--- config.mk ---
export PLATFORM = sky130hd
export DESIGN_NAME = sbs_window_counter_flat
export DESIGN_NICKNAME = d
export VERILOG_FILES = /design/src/rtl/sbs_window_counter_if.sv /design/src/rtl/sbs_window_counter.sv /design/src/flat_wrapper.sv
export SDC_FILE = /design/constraint.sdc
export NUM_CORES = 1
export LEC_CHECK = 0
export BUFFER_PORTS_ARGS = -buffer_cell sky130_fd_sc_hd__buf_2
export CORE_UTILIZATION = 28
export CTS_BUF_LIST = sky130_fd_sc_hd__clkbuf_4 sky130_fd_sc_hd__clkbuf_8 sky130_fd_sc_hd__clkbuf_16
export CTS_CLUSTER_DIAMETER = 30
export DETAILED_ROUTE_END_ITERATION = 10
export GPL_TIMING_DRIVEN = 1
export HOLD_SLACK_MARGIN = 0.06
export SYNTH_ARGS = -nofsm -noshare
export SYNTH_HDL_FRONTEND = slang
export SYNTH_SLANG_ARGS = --single-unit
--- constraint.sdc ---
create_clock -name clk -period 1.6 [get_ports clk]
set_input_delay 0.32 -clock clk [delete_from_list [all_inputs] [get_ports clk]]
set_output_delay 0.32 -clock clk [all_outputs]
set_load 0.01 [all_outputs]
--- src/rtl/sbs_window_counter_if.sv ---
// Result handshake between the window counter and its consumer.
// Producer drives valid/value; consumer drives ready.
interface sbs_window_counter_if #(
  parameter int LOGLEN = 8
) ();
  logic              out_valid;
  logic              out_ready;
  logic [LOGLEN:0]   out_value;

  modport master (
    output out_valid,
    output out_value,
    input  out_ready
  );

  modport slave (
    input  out_valid,
    input  out_value,
    output out_ready
  );
endinterface

--- src/rtl/sbs_window_counter.sv ---
// Counts ones of a stochastic bitstream over a 2^LOGLEN window,
// after discarding WARMUP settle cycles; result via valid/ready.
module sbs_window_counter #(
  parameter int LOGLEN = 8,
  parameter int WARMUP = 4
) (
  input  logic clk,
  input  logic rst_n,
  input  logic start,
  input  logic clr,
  input  logic in_bit,
  output logic busy,
  sbs_window_counter_if.master res
);

  localparam int W = LOGLEN + 1;
  localparam bit HAS_WARM = (WARMUP > 0);
  localparam logic [15:0] WARM_LAST =
    16'(HAS_WARM ? WARMUP - 1 : 0);

  typedef enum logic [1:0] {
    IDLE,
    WARM,
    COUNT,
    DONE
  } state_t;

  state_t            state;
  logic [15:0]       warm_cnt;
  logic [LOGLEN-1:0] win_cnt;
  logic [W-1:0]      value;
  logic              valid;
  logic              go;

  // A finished result may only be replaced once it has been consumed.
  assign go = start &
    ((state == IDLE) |
     ((state == DONE) & res.out_ready));

  assign res.out_value = value;
  assign res.out_valid = valid;

  always_ff @(posedge clk or negedge rst_n) begin
    if (!rst_n) begin
      state    <= IDLE;
      busy     <= 1'b0;
      valid    <= 1'b0;
      value    <= '0;
      warm_cnt <= '0;
      win_cnt  <= '0;
    end else if (clr) begin
      state    <= IDLE;
      busy     <= 1'b0;
      valid    <= 1'b0;
      value    <= '0;
      warm_cnt <= '0;
      win_cnt  <= '0;
    end else if (go) begin
      state    <= HAS_WARM ? WARM : COUNT;
      busy     <= 1'b1;
      valid    <= 1'b0;
      value    <= '0;
      warm_cnt <= '0;
      win_cnt  <= '0;
    end else begin
      unique case (state)
        WARM: begin
          warm_cnt <= warm_cnt + 16'd1;
          if (warm_cnt == WARM_LAST)
            state <= COUNT;
        end
        COUNT: begin
          value   <= value + W'(in_bit);
          win_cnt <= win_cnt + 1'b1;
          // Window counter wraps to 0 on the last sample.
          if (&win_cnt) begin
            state <= DONE;
            busy  <= 1'b0;
            valid <= 1'b1;
          end
        end
        DONE: begin
          if (res.out_ready) begin
            state <= IDLE;
            valid <= 1'b0;
          end
        end
        default: ;
      endcase
    end
  end

endmodule

--- src/flat_wrapper.sv ---
// flat-port wrapper written by rule: the top's interface ports become plain ports
module sbs_window_counter_flat 
#(
  parameter int LOGLEN = 8,
  parameter int WARMUP = 4
)
  (clk, rst_n, start, clr, in_bit, busy, res_out_valid, res_out_value, res_out_ready);
  sbs_window_counter_if #(.LOGLEN(LOGLEN)) res_i ();
  input  logic clk;
  input  logic rst_n;
  input  logic start;
  input  logic clr;
  input  logic in_bit;
  output logic busy;
  output wire logic [$bits(res_i.out_valid)-1:0] res_out_valid;
  output wire logic [$bits(res_i.out_value)-1:0] res_out_value;
  input wire logic [$bits(res_i.out_ready)-1:0] res_out_ready;
  assign res_out_valid = res_i.out_valid;
  assign res_out_value = res_i.out_value;
  assign res_i.out_ready = res_out_ready;
  sbs_window_counter #(.LOGLEN(LOGLEN), .WARMUP(WARMUP)) u_core (.clk(clk), .rst_n(rst_n), .start(start), .clr(clr), .in_bit(in_bit), .busy(busy), .res(res_i));
endmodule
==> impl_metrics.csv, run 1 <==
group,metric,value,unit
sta,rsz0062_at_grt,"yes",
power_and_ir_drop,leakagePower,1.22,nW
synthesis,synth-seq-cells,37,
sta,max_freq,0.607,GHz
synthesis,synth-seq-area-share,48.5,%
status,run_status,"complete, but fails checks",
synthesis,postSynthAreaPerCell,9.51,sq um
place,port_buffers,16,
worst_setup_path,cp.arrival,1870,ps
sta,timing.slew.headroom,73.4,%
clock_tree,clock_insertion_delay_worst_skew,290,ps
place,globalplace.congestion,0.777,
sta,min_period,1650,ps
power_and_ir_drop,worst_ir_drop_vdd,0.000304,V
die,std_cell_rows,29,
global_routing,groute.usage.overall,13.6,%
finish,antenna_cells,0,
drt,initialDrtViolationCount,62,
synthesis,yosysWarningCount,0,
sta,fin_skew,5.81,ps
worst_setup_path,crit_fanout,3,
worst_setup_path,cp-end-kind,"flip-flop",
drt,wire_length_per_cell_after_detailed_routing,13.5,microns
sta,maxSlewViolCount,0,
synthesis,synth-edff-count,0,
synthesis,async_set_reset_flop_share_out_of_synthesis,100,%
sta,final-setup-viol-count,3,
die,boundaryPins,17,
sta,hold_viol_final,0,
clock_tree,path_clk_slew,80,ps
clock_tree,clock_path_buffers,2,
sta,timing.final.crit_share,103,%
worst_setup_path,critPathLaunchType,"flip-flop",
drt,drt_pass1_iterations,4,
worst_setup_path,critical-path-slowest-cell,"sky130_fd_sc_hd__or4_4",
synthesis,mappedNetlistNets,211,
global_routing,grt_start_max_net_pins,23,
worst_hold_path,hold_class,"primary input to flip-flop",
worst_setup_path,required,1820,ps
clock_tree,cts_max_level,2,
finish,fin_cells,343,
global_routing,grt_pass1_wl,7740,microns
global_routing,first_global_vias,1655,
worst_setup_path,critPathKind,"flip-flop to flip-flop",
drt,vias_per_cell,5.14,
die,fp.coreArea,6460,sq um
power_and_ir_drop,power_per_cell_area,674,nW/um^2
drt,num_vias,1762,
drt,antenna_violating_nets_post_route,0,
drt,drt_drc_violations_left,0,
clock_tree,tritoncts,"built",
die,die-area,7160,sq um
die,die_width,84.6,microns
clock_tree,tritoncts.num_buffers,5,
clock_tree,cts_sinks,37,
place,detailed_place_hpwl,3190,microns
sta,timing.final.ws_setup,-46.3,ps
drt,routed_wirelength,4620,microns
sta,hold-worst-slack,346,ps
finish,num-nets-final,275,
die,die_h,84.6,microns
clock_tree,cts_root_buffer,"sky130_fd_sc_hd__clkbuf_8",
sta,tightestPinTransition,399,ps
synthesis,synth_top_flop_cell,"sky130_fd_sc_hd__dfrtp_1",
worst_setup_path,cp_slowest_stage_delay,560,ps
finish,final_layout_size_suffix_gt1_share,36.8,%
synthesis,synth.cell_area,1910,sq um
synthesis,distinct_cell_type_count_of_the_synthesized_netlist,41,
synthesis,syn-instance-count,201,
global_routing,antenna_found_initial,0,
run,max-cap-violations,0,
worst_setup_path,path_cells,"nand4_1 > or4_4 > or3_1 > a21oi_2",
place,place_inst,324,
global_routing,overflow,0,
finish,synthToLayoutAreaGrowth,38.8,%
status,violations_in_the_final_reports,"negative setup slack",
die,start_util,29.6,%
layout by cell type (no fill, tap or decap), drive strengths merged, types with 4 or more instances in the layout:
master,synthesis,routed
nor2,31,31
nor3,5,5
xor2,9,9
or4,8,8
buf,4,64
nand4,7,7
nand3,10,10
ha,4,4
o21ai,6,6
clkbuf,4,5
nand2,15,15
a21oi,10,10
xnor2,11,11
inv,5,6
dfrtp,37,37
cells by family (layout without fill, tap and decap cells):
group | Yosys count | count (layout) | share of synthesized area [%]
flip-flops | 37 | 37 | 48.5
AO/OA/AOI/OAI | 30 | 30 | 10.1
adder cells (fa/ha/maj) | 4 | 4 | 2.62
AND/OR/NAND/NOR | 96 | 96 | 26.4
buffers and inverters | 13 | 78 | 2.75
XOR/XNOR | 20 | 20 | 9.17
multiplexers | 1 | 1 | 0.524
critical path: cells and delay by family (launching register included):
kind            cells  cell delay, ps
compound gates      1             130
simple gates        3            1090
flops               1             360
per-stage QoR:
step | setup TNS (ps) | cell area [sq um] | util, % | setup slack [ps] | total power [mW]
2_1_floorplan | -52.0 | 1920 | - | -26.0 | 1.03
3_3_place_gp | -62.0 | 2360 | 36.5 | -33.0 | 1.12
3_5_place_dp | -218 | 2360 | 36.5 | -45.9 | 1.12
4_1_cts | -46.8 | 2540 | 39.3 | -24.4 | 1.81
5_1_grt | -486 | 2650 | 41.1 | -118 | 1.87
6_report | -94.8 | 2650 | 41.1 | -46.3 | 1.79
worst paths after layout:
| path | startpoint | to | slack [ps] | cells after the start |
|---|---|---|---|---|
| max | u_core.warm_cnt[4] | u_core.warm_cnt[13] | -50 | 4 |
| max in group asynchronous | rst_n | u_core.warm_cnt[6] | 660 | 3 |
| min | clr | u_core.res.out_value[0] | 350 | 3 |
| min reg2reg | u_core.win_cnt[7] | u_core.win_cnt[7] | 560 | 2 |
| max reg2reg | u_core.warm_cnt[4] | u_core.warm_cnt[13] | -50 | 4 |
| min in group asynchronous | rst_n | u_core.warm_cnt[1] | 490 | 2 |
sequential cells by signal, indices dropped and copies added (netlist names):
register              cells
u_core.res.out_valid      1
u_core.res.out_value      9
u_core.warm_cnt          16
u_core.busy               1
u_core.win_cnt            8
u_core.state              2
synthesized netlist by cell type (3+ instances only):
cell / count / area share, %
sky130_fd_sc_hd__o31ai_1: 3 / 1.2
sky130_fd_sc_hd__nand3_1: 10 / 2.6
sky130_fd_sc_hd__nand4_1: 7 / 2.3
sky130_fd_sc_hd__o21ai_0: 6 / 1.6
sky130_fd_sc_hd__or4_1: 6 / 2.4
sky130_fd_sc_hd__a22oi_1: 3 / 1.2
sky130_fd_sc_hd__ha_1: 4 / 2.6
sky130_fd_sc_hd__or3_1: 3 / 0.98
sky130_fd_sc_hd__clkbuf_1: 4 / 0.79
sky130_fd_sc_hd__inv_1: 5 / 0.98
sky130_fd_sc_hd__xnor2_1: 11 / 5.0
sky130_fd_sc_hd__nor3_1: 5 / 1.3
sky130_fd_sc_hd__buf_2: 3 / 0.79
sky130_fd_sc_hd__nor2b_1: 3 / 0.98
sky130_fd_sc_hd__a21oi_1: 10 / 2.6
sky130_fd_sc_hd__dfrtp_1: 37 / 48
sky130_fd_sc_hd__nor2_1: 31 / 6.1
sky130_fd_sc_hd__nand2_1: 15 / 2.9
sky130_fd_sc_hd__nor4_1: 3 / 0.98
sky130_fd_sc_hd__xor2_1: 9 / 4.1
cell type report:
cell class,instances,area (sq um)
well taps,77,96.3
clock inverters,3,21.3
flip-flops and latches,37,928
inverters,5,18.8
multi-input cells,151,1050
clock buffers,5,68.8
repair buffers,65,467
fillers,627,3810
metal layers:
layer | track usage [%] | part of all wire (%) | vias up
li1 | - | - | 845
met1 | 18.3 | 47 | 870
met5 | 0 | 0 | -
met4 | 5.08 | 1.9 | 0
met2 | 21.1 | 46 | 36
met3 | 3.24 | 4.7 | 11
timing repair:
action                                 in CTS  in global routing
buffers inserted                            7                  4
pin swaps                                   8                  8
hold buffers                                1                  0
endpoints found under the hold margin      15                  0
cloned                                      0                  0
gates resized for setup                     7                 23
setup endpoints to repair                   8                 29
power by group:
part	switching, mW	leakage, nW	internal [mW]
combinational	0.0895	0.663	0.0712
sequential	0.0103	0.511	0.943
clock	0.364	0.0445	0.309
total	0.464	1.22	1.32
Power figures use the tool's default switching activity.
==> run 2, diff against run 1 <==
Settings changed: PLACE_DENSITY from default to 0.52.
==> impl_metrics.csv, run 2 (synthesized netlist as in run 1, its figures left out) <==
group,metric,value,unit
global_routing,overflow,0,
worst_setup_path,crit_fanout,7,
worst_setup_path,critPathKind,"flip-flop to flip-flop",
worst_setup_path,critical_path_start,"u_core.state[0]",
die,die-area,7160,sq um
place,place_inst,328,
finish,final_layout_size_suffix_gt1_share,39.9,%
finish,synthToLayoutAreaGrowth,40.2,%
clock_tree,cts_max_level,2,
run,max-cap-violations,0,
finish,number_of_flip_flops_under_the_largest_register_name,16,
power_and_ir_drop,leakagePower,1.24,nW
drt,drt_pass1_iterations,4,
sta,timing.slew.headroom,68.3,%
place,globalplace.congestion,0.745,
die,std_cell_rows,29,
worst_setup_path,reg2reg_depth,5,
finish,num-nets-final,283,
drt,drt_drc_violations_left,0,
clock_tree,postCtsHoldBufs,0,
clock_tree,cts_sinks,37,
power_and_ir_drop,design_power_total,1.81,mW
global_routing,antenna_found_initial,0,
worst_setup_path,critical_path.endpoint,"u_core.warm_cnt[12]",
global_routing,grt_start_max_net_pins,38,
power_and_ir_drop,worst_ir_drop_vdd,0.000330,V
drt,routed_wirelength,4670,microns
place,placement_stage_cell_area,2380,sq um
drt,vias_per_cell,4.87,
clock_tree,path_clk_slew,80,ps
finish,fin_cells,350,
worst_setup_path,required,1820,ps
global_routing,grt_pass1_wl,7730,microns
finish,final_common_cell,"sky130_fd_sc_hd__buf_4",
die,fp.coreArea,6460,sq um
clock_tree,cts_root_buffer,"sky130_fd_sc_hd__clkbuf_8",
sta,final.setup.tns,-159,ps
die,start_util,29.6,%
global_routing,groute.usage.overall,13.5,%
worst_setup_path,critical-path-slowest-cell,"sky130_fd_sc_hd__dfrtp_2",
sta,min_period,1680,ps
finish,antenna_cells,0,
status,violations_in_the_final_reports,"negative setup slack",
sta,timing.final.crit_share,105,%
worst_setup_path,path_cells,"and4b_1 > nand4_1 > buf_4 > or4_1 > a21oi_1",
sta,rsz0062_at_grt,"yes",
global_routing,first_global_vias,1632,
sta,timing.final.ws_setup,-76.4,ps
sta,hold-worst-slack,70.5,ps
place,detailed_place_hpwl,3160,microns
clock_tree,clock_path_buffers,2,
status,run_status,"complete, but fails checks",
drt,num_vias,1706,
power_and_ir_drop,power_per_cell_area,675,nW/um^2
sta,maxSlewViolCount,0,
sta,final-setup-viol-count,4,
worst_setup_path,regToRegStartpoint,"u_core.state[0]",
finish,final_area,2680,sq um
place,port_buffers,16,
sta,fin_skew,8.32,ps
drt,initialDrtViolationCount,72,
drt,wire_length_per_cell_after_detailed_routing,13.3,microns
worst_setup_path,worst_reg2reg_path_endpoint,"u_core.warm_cnt[12]",
finish,most-common-layout-cells,"sky130_fd_sc_hd__buf_4, sky130_fd_sc_hd__dfrtp_1, sky130_fd_sc_hd__nor2_1",
worst_setup_path,cp-end-kind,"flip-flop",
sta,tightestPinTransition,475,ps
die,boundaryPins,17,
worst_hold_path,hold_class,"primary input to asynchronous set/reset pin",
sta,max_freq,0.597,GHz
die,die_width,84.6,microns
finish,largest-register,"u_core.warm_cnt",
worst_setup_path,critPathLaunchType,"flip-flop",
drt,antenna_violating_nets_post_route,0,
die,die_h,84.6,microns
worst_setup_path,reg2reg_setup_slack,-80,ps
worst_setup_path,cp.arrival,1890,ps
clock_tree,clock_insertion_delay_worst_skew,290,ps
clock_tree,tritoncts.num_buffers,5,
sta,hold_viol_final,0,
clock_tree,tritoncts,"built",
worst_setup_path,cp_slowest_stage_delay,440,ps
==> run 2: cell count changes in the layout (fill, tap and decap cells not counted), sizes merged <==
cell         previous run  this run
dlygate4sd3             1         0
buf                    64        73
clkinv                  1         0
inv                     6         5
clkbuf                  5         7
clkinvlp                1         0
==> run 2: worst min path at each step <==
stage / to / slack [ps]
floorplan: u_core.busy / 20
global placement: u_core.warm_cnt[13] / 410
detailed placement: u_core.warm_cnt[13] / 410
CTS: u_core.warm_cnt[7] / 90
global route: u_core.warm_cnt[13] / 120
finish: u_core.busy / 70
==> run 2: final cells by class <==
class / instances / area, sq um
inverter: 5 / 18.8
fill: 658 / 3780
sequential: 37 / 930
multi-input combinational: 151 / 1040
clock buffer: 7 / 90.1
tap: 77 / 96.3
timing repair buffer: 73 / 508
==> run 2: power breakdown <==
group / switching (mW) / total [mW] / internal [mW] / leakage, nW
registers: 0.0100 / 0.954 / 0.944 / 0.510
clock network: 0.338 / 0.697 / 0.359 / 0.0477
logic: 0.0870 / 0.156 / 0.0691 / 0.685
==> run 2: timing repair <==
action	CTS	global route
setup endpoints to repair	8	32
hold endpoints to repair	0	0
pin swaps	6	11
buffers inserted	5	10
resized for setup	5	23
==> run 2: per-layer routing <==
layer,share of wire [%],up-vias,global-route usage [%]
li1,-,860,-
met1,51,821,18.9
met2,45,18,20.8
met3,2.6,7,3.05
met4,1.2,0,4.47
met5,0,-,0
==> run 2: worst max-delay path, delay by kind of cell, from the launching register on <==
family,cells,cell delay [ps]
AOI/OAI and AO/OA,1,130
buffers and inverters,1,200
DFF,1,440
and+or+nand+nor,3,840
==> run 2: metrics by stage <==
stage | util, % | setup slack [ps]
after floorplan | - | -26.0
after global placement | 36.8 | -52.9
after detailed placement | 36.8 | -55.9
after CTS | 39.1 | -8.27
after global routing | 41.5 | -133
final | 41.5 | -76.4
